**src/rtl/spi_bus_arbiter_if.sv**
```systemverilog
// Client/pin bundle for spi_bus_arbiter: request side plus the serial slave pins.
interface spi_bus_arbiter_if #(
    parameter int unsigned NREQ = 2
);
    logic [NREQ-1:0]   req;
    logic [NREQ-1:0]   we;
    logic [8*NREQ-1:0] addr;
    logic [8*NREQ-1:0] wdata;
    logic [NREQ-1:0]   gnt;
    logic              done;
    logic [2:0]        done_id;
    logic [7:0]        rdata;
    logic              busy;
    logic              cs_n;
    logic              sdo;
    logic              sdi;

    modport master (
        input  req, we, addr, wdata, sdi,
        output gnt, done, done_id, rdata, busy, cs_n, sdo
    );

    modport slave (
        output req, we, addr, wdata, sdi,
        input  gnt, done, done_id, rdata, busy, cs_n, sdo
    );
endinterface

```
**src/rtl/spi_bus_arbiter.sv**
```systemverilog
// Shares one serial link to the SPI memory slave among NREQ requesters.
// Define SPI_ARB_RR_EN for round-robin arbitration; otherwise lowest index wins.
module spi_bus_arbiter #(
    parameter int unsigned NREQ    = 2,
    parameter int unsigned GAP_CYC = 2
) (
    input  logic              clk,
    input  logic              rst,
    spi_bus_arbiter_if.master bus
);
    localparam int unsigned IDW = 3;
    localparam int unsigned CW  = 5;
    localparam int unsigned GW  = (GAP_CYC > 1) ? $clog2(GAP_CYC) : 1;

    typedef enum logic [1:0] {IDLE, WFRAME, RFRAME, GAP} state_t;

    state_t         state;
    logic [CW-1:0]  k;
    logic [CW-1:0]  kn;
    logic [GW-1:0]  gap_cnt;
    logic           we_q;
    logic [7:0]     addr_q;
    logic [7:0]     wdata_q;
    logic [6:0]     shreg;
    logic [IDW-1:0] id_q;
    logic [IDW-1:0] winner;
    logic           found;
    logic           sdo_next;

`ifdef SPI_ARB_RR_EN
    logic [IDW-1:0] ptr;

    // Round-robin search starting at ptr
    always_comb begin
        winner = '0;
        found  = 1'b0;
        for (int i = 0; i < int'(NREQ); i++) begin
            if (!found && bus.req[(int'(ptr) + i) % int'(NREQ)]) begin
                found  = 1'b1;
                winner = IDW'((int'(ptr) + i) % int'(NREQ));
            end
        end
    end
`else
    // Fixed priority: lowest set index wins
    always_comb begin
        winner = '0;
        found  = 1'b0;
        for (int i = int'(NREQ) - 1; i >= 0; i--) begin
            if (bus.req[i]) begin
                found  = 1'b1;
                winner = IDW'(i);
            end
        end
    end
`endif

    assign kn = k + 5'd1;

    // Serial bit for frame cycle kn: 2-bit opcode, address LSB-first, then write byte or idle zeros
    always_comb begin
        sdo_next = 1'b0;
        if (kn < 5'd2)
            sdo_next = we_q;
        else if (kn < 5'd10)
            sdo_next = addr_q[3'(kn - 5'd2)];
        else if (we_q && kn < 5'd18)
            sdo_next = wdata_q[3'(kn - 5'd10)];
    end

    always_ff @(posedge clk) begin
        if (rst) begin
            state       <= IDLE;
            k           <= '0;
            gap_cnt     <= '0;
            we_q        <= 1'b0;
            addr_q      <= '0;
            wdata_q     <= '0;
            shreg       <= '0;
            id_q        <= '0;
            bus.gnt     <= '0;
            bus.done    <= 1'b0;
            bus.done_id <= '0;
            bus.rdata   <= '0;
            bus.busy    <= 1'b0;
            bus.cs_n    <= 1'b1;
            bus.sdo     <= 1'b0;
`ifdef SPI_ARB_RR_EN
            ptr         <= '0;
`endif
        end else begin
            bus.gnt  <= '0;
            bus.done <= 1'b0;
            case (state)
                IDLE: begin
                    if (found) begin
                        bus.gnt  <= NREQ'(1) << winner;
                        we_q     <= bus.we[winner];
                        addr_q   <= bus.addr[int'(winner)*8 +: 8];
                        wdata_q  <= bus.wdata[int'(winner)*8 +: 8];
                        id_q     <= winner;
                        k        <= '0;
                        bus.cs_n <= 1'b0;
                        bus.busy <= 1'b1;
                        bus.sdo  <= bus.we[winner];
                        state    <= bus.we[winner] ? WFRAME : RFRAME;
`ifdef SPI_ARB_RR_EN
                        ptr      <= (winner == IDW'(NREQ - 1)) ? '0 : winner + 1'b1;
`endif
                    end
                end
                WFRAME: begin
                    k       <= kn;
                    bus.sdo <= sdo_next;
                    if (k == 5'd17) begin
                        bus.cs_n    <= 1'b1;
                        bus.sdo     <= 1'b0;
                        bus.done    <= 1'b1;
                        bus.done_id <= id_q;
                        gap_cnt     <= '0;
                        state       <= GAP;
                    end
                end
                RFRAME: begin
                    k       <= kn;
                    bus.sdo <= sdo_next;
                    if (k >= 5'd12 && k < 5'd19)
                        shreg[3'(k - 5'd12)] <= bus.sdi;
                    // Bit 7 arrives on the closing edge and goes straight into rdata
                    if (k == 5'd19) begin
                        bus.cs_n    <= 1'b1;
                        bus.sdo     <= 1'b0;
                        bus.done    <= 1'b1;
                        bus.done_id <= id_q;
                        bus.rdata   <= {bus.sdi, shreg};
                        gap_cnt     <= '0;
                        state       <= GAP;
                    end
                end
                GAP: begin
                    if (gap_cnt == GW'(GAP_CYC - 1)) begin
                        bus.busy <= 1'b0;
                        state    <= IDLE;
                    end else begin
                        gap_cnt <= gap_cnt + 1'b1;
                    end
                end
                default: state <= IDLE;
            endcase
        end
    end
endmodule

```
**src/flat_wrapper.sv**
```systemverilog
// flat-port wrapper written by rule: the top's interface ports become plain ports
module spi_bus_arbiter_flat 
#(
    parameter int unsigned NREQ    = 2,
    parameter int unsigned GAP_CYC = 2
)
  (clk, rst, bus_req, bus_we, bus_addr, bus_wdata, bus_sdi, bus_gnt, bus_done, bus_done_id, bus_rdata, bus_busy, bus_cs_n, bus_sdo);
  spi_bus_arbiter_if #(.NREQ(NREQ)) bus_i ();
  input  logic clk;
  input  logic rst;
  input wire logic [$bits(bus_i.req)-1:0] bus_req;
  input wire logic [$bits(bus_i.we)-1:0] bus_we;
  input wire logic [$bits(bus_i.addr)-1:0] bus_addr;
  input wire logic [$bits(bus_i.wdata)-1:0] bus_wdata;
  input wire logic [$bits(bus_i.sdi)-1:0] bus_sdi;
  output wire logic [$bits(bus_i.gnt)-1:0] bus_gnt;
  output wire logic [$bits(bus_i.done)-1:0] bus_done;
  output wire logic [$bits(bus_i.done_id)-1:0] bus_done_id;
  output wire logic [$bits(bus_i.rdata)-1:0] bus_rdata;
  output wire logic [$bits(bus_i.busy)-1:0] bus_busy;
  output wire logic [$bits(bus_i.cs_n)-1:0] bus_cs_n;
  output wire logic [$bits(bus_i.sdo)-1:0] bus_sdo;
  assign bus_i.req = bus_req;
  assign bus_i.we = bus_we;
  assign bus_i.addr = bus_addr;
  assign bus_i.wdata = bus_wdata;
  assign bus_i.sdi = bus_sdi;
  assign bus_gnt = bus_i.gnt;
  assign bus_done = bus_i.done;
  assign bus_done_id = bus_i.done_id;
  assign bus_rdata = bus_i.rdata;
  assign bus_busy = bus_i.busy;
  assign bus_cs_n = bus_i.cs_n;
  assign bus_sdo = bus_i.sdo;
  spi_bus_arbiter #(.NREQ(NREQ), .GAP_CYC(GAP_CYC)) u_core (.clk(clk), .rst(rst), .bus(bus_i));
endmodule
```
**config.mk**
```make
export PLATFORM = sky130hd
export DESIGN_NAME = spi_bus_arbiter_flat
export DESIGN_NICKNAME = d
export VERILOG_FILES = /design/src/rtl/spi_bus_arbiter_if.sv /design/src/rtl/spi_bus_arbiter.sv /design/src/flat_wrapper.sv
export SDC_FILE = /design/constraint.sdc
export NUM_CORES = 1
export LEC_CHECK = 0
export ABC_AREA = 1
export CAP_MARGIN = 25
export CORE_MARGIN = 2
export CORE_UTILIZATION = 54
export DETAILED_ROUTE_END_ITERATION = 8
export PLACE_DENSITY_LB_ADDON = 0.08
export SLEW_MARGIN = 10
export SYNTH_ARGS = -nofsm -noshare
export SYNTH_HDL_FRONTEND = slang
export SYNTH_SLANG_ARGS = --single-unit
```
**constraint.sdc**
```tcl
create_clock -name clk -period 2.8 [get_ports clk]
set_input_delay 0.28 -clock clk [delete_from_list [all_inputs] [get_ports clk]]
set_output_delay 0.28 -clock clk [all_outputs]
set_load 0.01 [all_outputs]
```
==> out/results.txt, run 1 <==
Mux contribution to synthesized area - 0%
Clock buffer count from CTS - 5
Final Cell Area - 3059 µm²
Ports - 56
Skew final - 0.005388 ns
Clk root buf - clkbuf_8
Top cell type's share of synthesized area - 39.18%
Prevailing post-synth register cell - dfxtp_1
WP data required - 3.03 ns
Synth cell count leaders - nand2_1 (76), a21oi_1 (58), dfxtp_1 (48)
Post-route minimum period - 2.140 ns
Pwr Total - 2.442 mW
Antenna violations before repair - 0
Post-synthesis xor/xnor area fraction - 0.3571%
Sequential area share after synthesis - 39.18%
Multi-input logic area - 1255 µm²
Setup_tns - 0 ns
Die height - 71.39 µm
Global-route met2 utilization - 37.35%
Area overhead of the layout relative to synthesis - 24.74%
Filler cells - 371
Reg2reg path depth - 11
Seq. cell area - 960.9 µm²
DP Worst Slack - 0.5895 ns
Initial Util - 56.32%
R2r endpoint - u_core.bus.sdo
CTS Buffer Depth - 2
First DRT Iteration DRCs - 186
Clock slew at reported path FFs - 0.08 ns
Period utilization - 76.43%
Top Usage Layer GRT - met2
Die area - 5097 µm²
Hold Crit Start - u_core.bus.rdata[5]
TritonRoute pass-1 iters - 5
Net switching fraction of the power - 41.03%
Worst EP arrival - 2.37 ns
Clk_lat worst skew - 0.30 ns
Design internal power - 1.440 mW
Cell area after placement - 2969 µm²
Leak - 1.276 nW
Tot GR Track Use - 21.60%
Outcome - completed
Reg2reg start - u_core.k[1]
Placed Cells - 439
Cell Rows - 24
Largest family of logic cells by synthesized area - simple AND/OR/NAND/NOR gates
Count of final setup violators - 0
I/O Buffers - 53
Compound-cell area share of the yosys netlist - 20.56%
WL/cell - 12.03 µm
Rel. slew slack - 40.41%
First-pass GRT wire length - 8990 µm
Synth area leader - dfxtp_1
Ys Warns - 0
Post-synthesis async set-or-reset flop share - 0%
Largest net degree at the start of global routing - 36
RSZ-0062 raised after global routing - no
Fmax - 467.3 MHz
Fin nets - 441
Switching pwr - 1.002 mW
Adder-cell share of the synthesized area - 4.082%
Cells after Synth - 349
Seq pwr share - 37.6%
Mapped Area - 2452 µm²
Met3 Use GR - 4.641%
TritonCTS clock tree - yes
VDD IR max - 0.0004143 V
Post-route DRC - 0
Ranking of synthesized cells by area - dfxtp_1 (39%), a21oi_1 (12%), nand2_1 (12%)
Final GP Congestion - 0.8964
Clk sinks - 48
Synthesized area per cell - 7.027 µm²
Fin. Hold Viols - 0
Share of cells above drive strength 1 - 6.076%
Pwr dens - 798.2 nW/µm²
Worst min-delay path category - flip-flop to flip-flop
Area of the core - 4354 µm²
Hold path endpoint - u_core.bus.rdata[5]
CP max FO - 11
Vias per cell - 5.237
Synthesis-stage register bit count - 48
Setup ws final - 0.6601 ns
Hpwl dp - 3779 µm
Post-CTS Setup Bufs - 0
Hold Path Depth - 2
Combinational power share - 45.0%
H-Tree Depth - 2
Clk pwr share - 17.4%
Count leader, synth - nand2_1
Antenna diodes - 0
Met1 GRT Util - 26.72%
Total number of vias - 2341
PostCTS Resize Cnt - 0
Crit path capture type - flip-flop
Max-Cap Viols - 0
Worst Tran Pin Value - 0.8928 ns
Simple logic cell fraction of the synthesized area - 25.87%
Post-synth EDFFs - 0
CTS Hold Bufs - 0
Max Slew Vio Count - 0
Setup CP Type - flip-flop to flip-flop
Total grt overflow - 0
Die W - 71.39 µm
Routed WL - 5376 µm
CP startpoint kind - flip-flop
Worst R2R Setup Slack - 0.66 ns
Post-route ant nets - 0
Number of global-route vias before repair - 2089
Non-filler cells, final - 447
Distinct cell type count after synthesis - 27
==> flip-flops by register name, indices dropped and copies added (netlist names) <==
signal              count
u_core.id_q             1
u_core.k                5
u_core.bus.rdata        8
u_core.state            2
u_core.bus.cs_n         1
u_core.bus.sdo          1
u_core.gap_cnt          1
u_core.bus.gnt          2
u_core.bus.done_id      1
u_core.wdata_q          8
u_core.bus.busy         1
u_core.we_q             1
u_core.shreg            7
u_core.addr_q           8
u_core.bus.done         1
==> per-stage QoR <==
stage | hold WS (ns) | utilization, %
2_1_floorplan | 0.3491 | -
3_3_place_gp | 0.4324 | 68.19
3_5_place_dp | 0.4355 | 68.19
4_1_cts | 0.4488 | 70.26
5_1_grt | 0.4683 | 70.26
6_report | 0.4446 | 70.26
==> worst max-delay path, stage by stage, from the launching register on <==
cell and delay, ns:
dfxtp_1 0.57, ha_1 0.36, xor2_1 0.22, inv_1 0.06
ha_1 0.32, inv_1 0.09, nand3_1 0.08, nand2_1 0.07
nor2_1 0.04, nor2_1 0.09, nand2_1 0.07, a21oi_2 0.10
==> worst max path at each step <==
stage | startpoint | slack [ns] | end
floorplan | u_core.k[0] | 1.0 | u_core.bus.sdo
global placement | bus_req[0] | 0.64 | u_core.bus.sdo
finish | u_core.k[1] | 0.66 | u_core.bus.sdo
detailed placement | bus_req[0] | 0.59 | u_core.state[1]
global route | u_core.k[1] | 0.51 | u_core.bus.sdo
CTS | u_core.k[1] | 0.67 | u_core.bus.sdo
==> placed cells by master, fill, tap and decap left out <==
cell type        instances
nand2_2                  1
a211oi_1                 1
o21ai_0                 26
nand4_2                  1
a21boi_0                 1
conb_1                   2
buf_4                    3
a21oi_2                  1
nand2_4                  1
nor2_8                   1
ha_1                     8
nand3_1                 31
o21ai_1                 12
dfxtp_1                 48
inv_1                   31
nand2_1                 76
nor2_4                   2
inv_2                    5
clkbuf_8                 6
nor2_1                  16
clkbuf_1                 2
xor2_1                   1
clkdlybuf4s50_1         53
a21oi_1                 58
nand3_2                  3
or2_1                    1
nand4_1                  4
==> cells by family (layout without fill, tap and decap cells) <==
| group | Yosys count | count (layout) |
|---|---|---|
| buffers and inverters | 55 | 100 |
| DFF | 48 | 48 |
| adders and majority gates | 8 | 8 |
| xor gates and xnor gates | 1 | 1 |
| AOI/OAI and AO/OA | 99 | 99 |
| other | 1 | 2 |
| and+or+nand+nor | 137 | 137 |
==> layout make-up <==
cell class              count  share of cell area, %
repair buffers             56                  18.08
inverters                  36                  4.417
clock buffers               8                  2.945
multi-input cells         247                  41.02
flip-flops and latches     48                  31.41
well taps                  52                  2.127
==> per-layer routing <==
layer	wire [µm]	up-vias	part of all wire [%]
met2	2641	48	49
met3	193	5	3.6
met5	0	-	0
li1	-	1239	-
met4	43	0	0.80
met1	2499	1049	46
==> power groups by stage <==
stage	clock network [mW]	registers [mW]	logic (mW)
floorplan	0	0.915	0.802
global placement	0	0.927	1.07
detailed placement	0	0.931	1.08
CTS	0.433	0.916	1.10
global route	0.453	0.936	1.24
finish	0.424	0.919	1.10
Power figures use the tool's default switching activity.
==> run 2: changes to the inputs <==
- CORE_UTILIZATION: 54 -> 45
- clock period: 2.8 -> 1.8 ns (I/O delays scaled with it)
==> out/results.txt, run 2 (same netlist as run 1, synthesis figures left out) <==
CP startpoint kind - flip-flop
CP max stage delay - 0.39 ns
Hold Path Depth - 3
Met1 GRT Util - 23.73%
Cell Rows - 26
H-Tree Depth - 2
CTS Hold Bufs - 0
TritonRoute pass-1 iters - 4
Non-filler cells, final - 474
Fin. Hold Viols - 0
Placed Cells - 465
Total grt overflow - 0
Fmax - 612.4 MHz
Critical Path Source - u_core.state[0]
Worst min-delay path category - primary input to flip-flop
I/O Buffers - 53
Max-Cap Viols - 0
Leak - 1.328 nW
Routed WL - 5510 µm
Ports - 56
Final GP Congestion - 0.8882
Reg2reg path depth - 7
Antenna violations before repair - 0
Setup_tns - 0 ns
CP max FO - 6
Post-route DRC - 0
Hpwl dp - 3973 µm
Most frequent cells in the layout - nand2_1 (76), a21oi_1 (58), clkdlybuf4s50_1 (53), dfxtp_1 (46), nand3_1 (31)
Outcome - completed
Max Slew Vio Count - 0
Tot GR Track Use - 19.20%
Final Cell Area - 3211 µm²
Pwr Total - 4.006 mW
Number of global-route vias before repair - 2251
TritonCTS clock tree - yes
Global-route met2 utilization - 32.24%
Die area - 6056 µm²
Cell area after placement - 3054 µm²
CTS Buffer Depth - 2
Clk_lat worst skew - 0.31 ns
Area of the core - 5172 µm²
Share of cells above drive strength 1 - 10.15%
Period utilization - 90.72%
Final Util - 62.07%
Die W - 77.82 µm
Top flop regs - u_core.addr_q (8), u_core.bus.rdata (8), u_core.wdata_q (8)
Initial Util - 47.41%
Clk sinks - 48
Met3 Use GR - 4.070%
WL/cell - 11.62 µm
Vias per cell - 5.030
Commonest non-fill, non-tap cell in the layout - nand2_1
Hold Crit Start - bus_addr[5]
VDD IR max - 0.0006213 V
DP Worst Slack - 0.06087 ns
Clk root buf - clkbuf_8
CP cell instances - inv_1, ha_1, inv_1, nor2_1, nor2_1, nand2_1, a21oi_1
Skew final - 0.009389 ns
Top Usage Layer GRT - met2
Total number of vias - 2384
Largest net degree at the start of global routing - 36
Count of final setup violators - 0
Clock buffer count from CTS - 5
Antenna diodes - 0
Setup ws final - 0.1670 ns
First-pass GRT wire length - 9570 µm
Crit path capture type - flip-flop
Setup CP Type - flip-flop to flip-flop
Clock slew at reported path FFs - 0.09 ns
Die height - 77.82 µm
First DRT Iteration DRCs - 122
Fin nets - 450
Reg2reg start - u_core.state[0]
Worst EP arrival - 1.86 ns
Post-route ant nets - 0
Filler cells - 495
Post-route minimum period - 1.633 ns
Pwr dens - 1248 nW/µm²
Hold slack - 0.4237 ns
Area overhead of the layout relative to synthesis - 30.92%
WP data required - 2.03 ns
Slowest CP cell - dfxtp_1
[run 2: changes by cell type in the layout (fill, tap and decap cells not counted), sizes merged]
cell,before,now
buf,3,12
bufinv,0,1
clkbuf,8,5
clkinv,0,1
clkinvlp,0,1
[run 2: layout make-up]
cell class                      count  area, µm²  share of cell area, %
Timing Repair Buffer               65      620.6                  19.33
Multi-Input combinational cell    247       1287                  40.10
Tap cell                           70      87.58                  2.728
Inverter                           36      135.1                  4.209
Sequential cell                    48      968.4                  30.16
Clock inverter                      3      42.54                  1.325
Clock buffer                        5      68.82                  2.143
[run 2: timing repair]
action | CTS | global route
setup endpoints to repair | 1 | 1
setup buffers | 0 | 1
gates resized for setup | 1 | 7
gates cloned | 0 | 0
[run 2: routing by layer]
layer	vias up	wire length [µm]	part of all wire, %
met1	1057	2518	46
met5	-	0	0
met4	0	93	1.7
li1	1255	-	-
met3	11	294	5.3
met2	61	2603	47
[run 2: path summary, 6_finish.rpt]
check / to / slack (ns)
worst max-delay path: u_core.k[1] / 0.17
worst min-delay path: u_core.addr_q[5] / 0.42
worst max register to register: u_core.k[1] / 0.17
worst min register to register: u_core.bus.rdata[3] / 0.45
[run 2: worst max-delay path, delay by kind of cell (launching register included)]
kind	cells	cell delay [ns]
adders and majority gates	1	0.29
buffers and inverters	2	0.26
and+or+nand+nor	3	0.48
DFF	1	0.39
AOI/OAI and AO/OA	1	0.14
[run 2: report_power, final]
part / total [mW] / internal [mW] / switching (mW)
registers: 1.42 / 1.29 / 0.134
logic: 1.81 / 0.709 / 1.11
clock network: 0.771 / 0.411 / 0.360
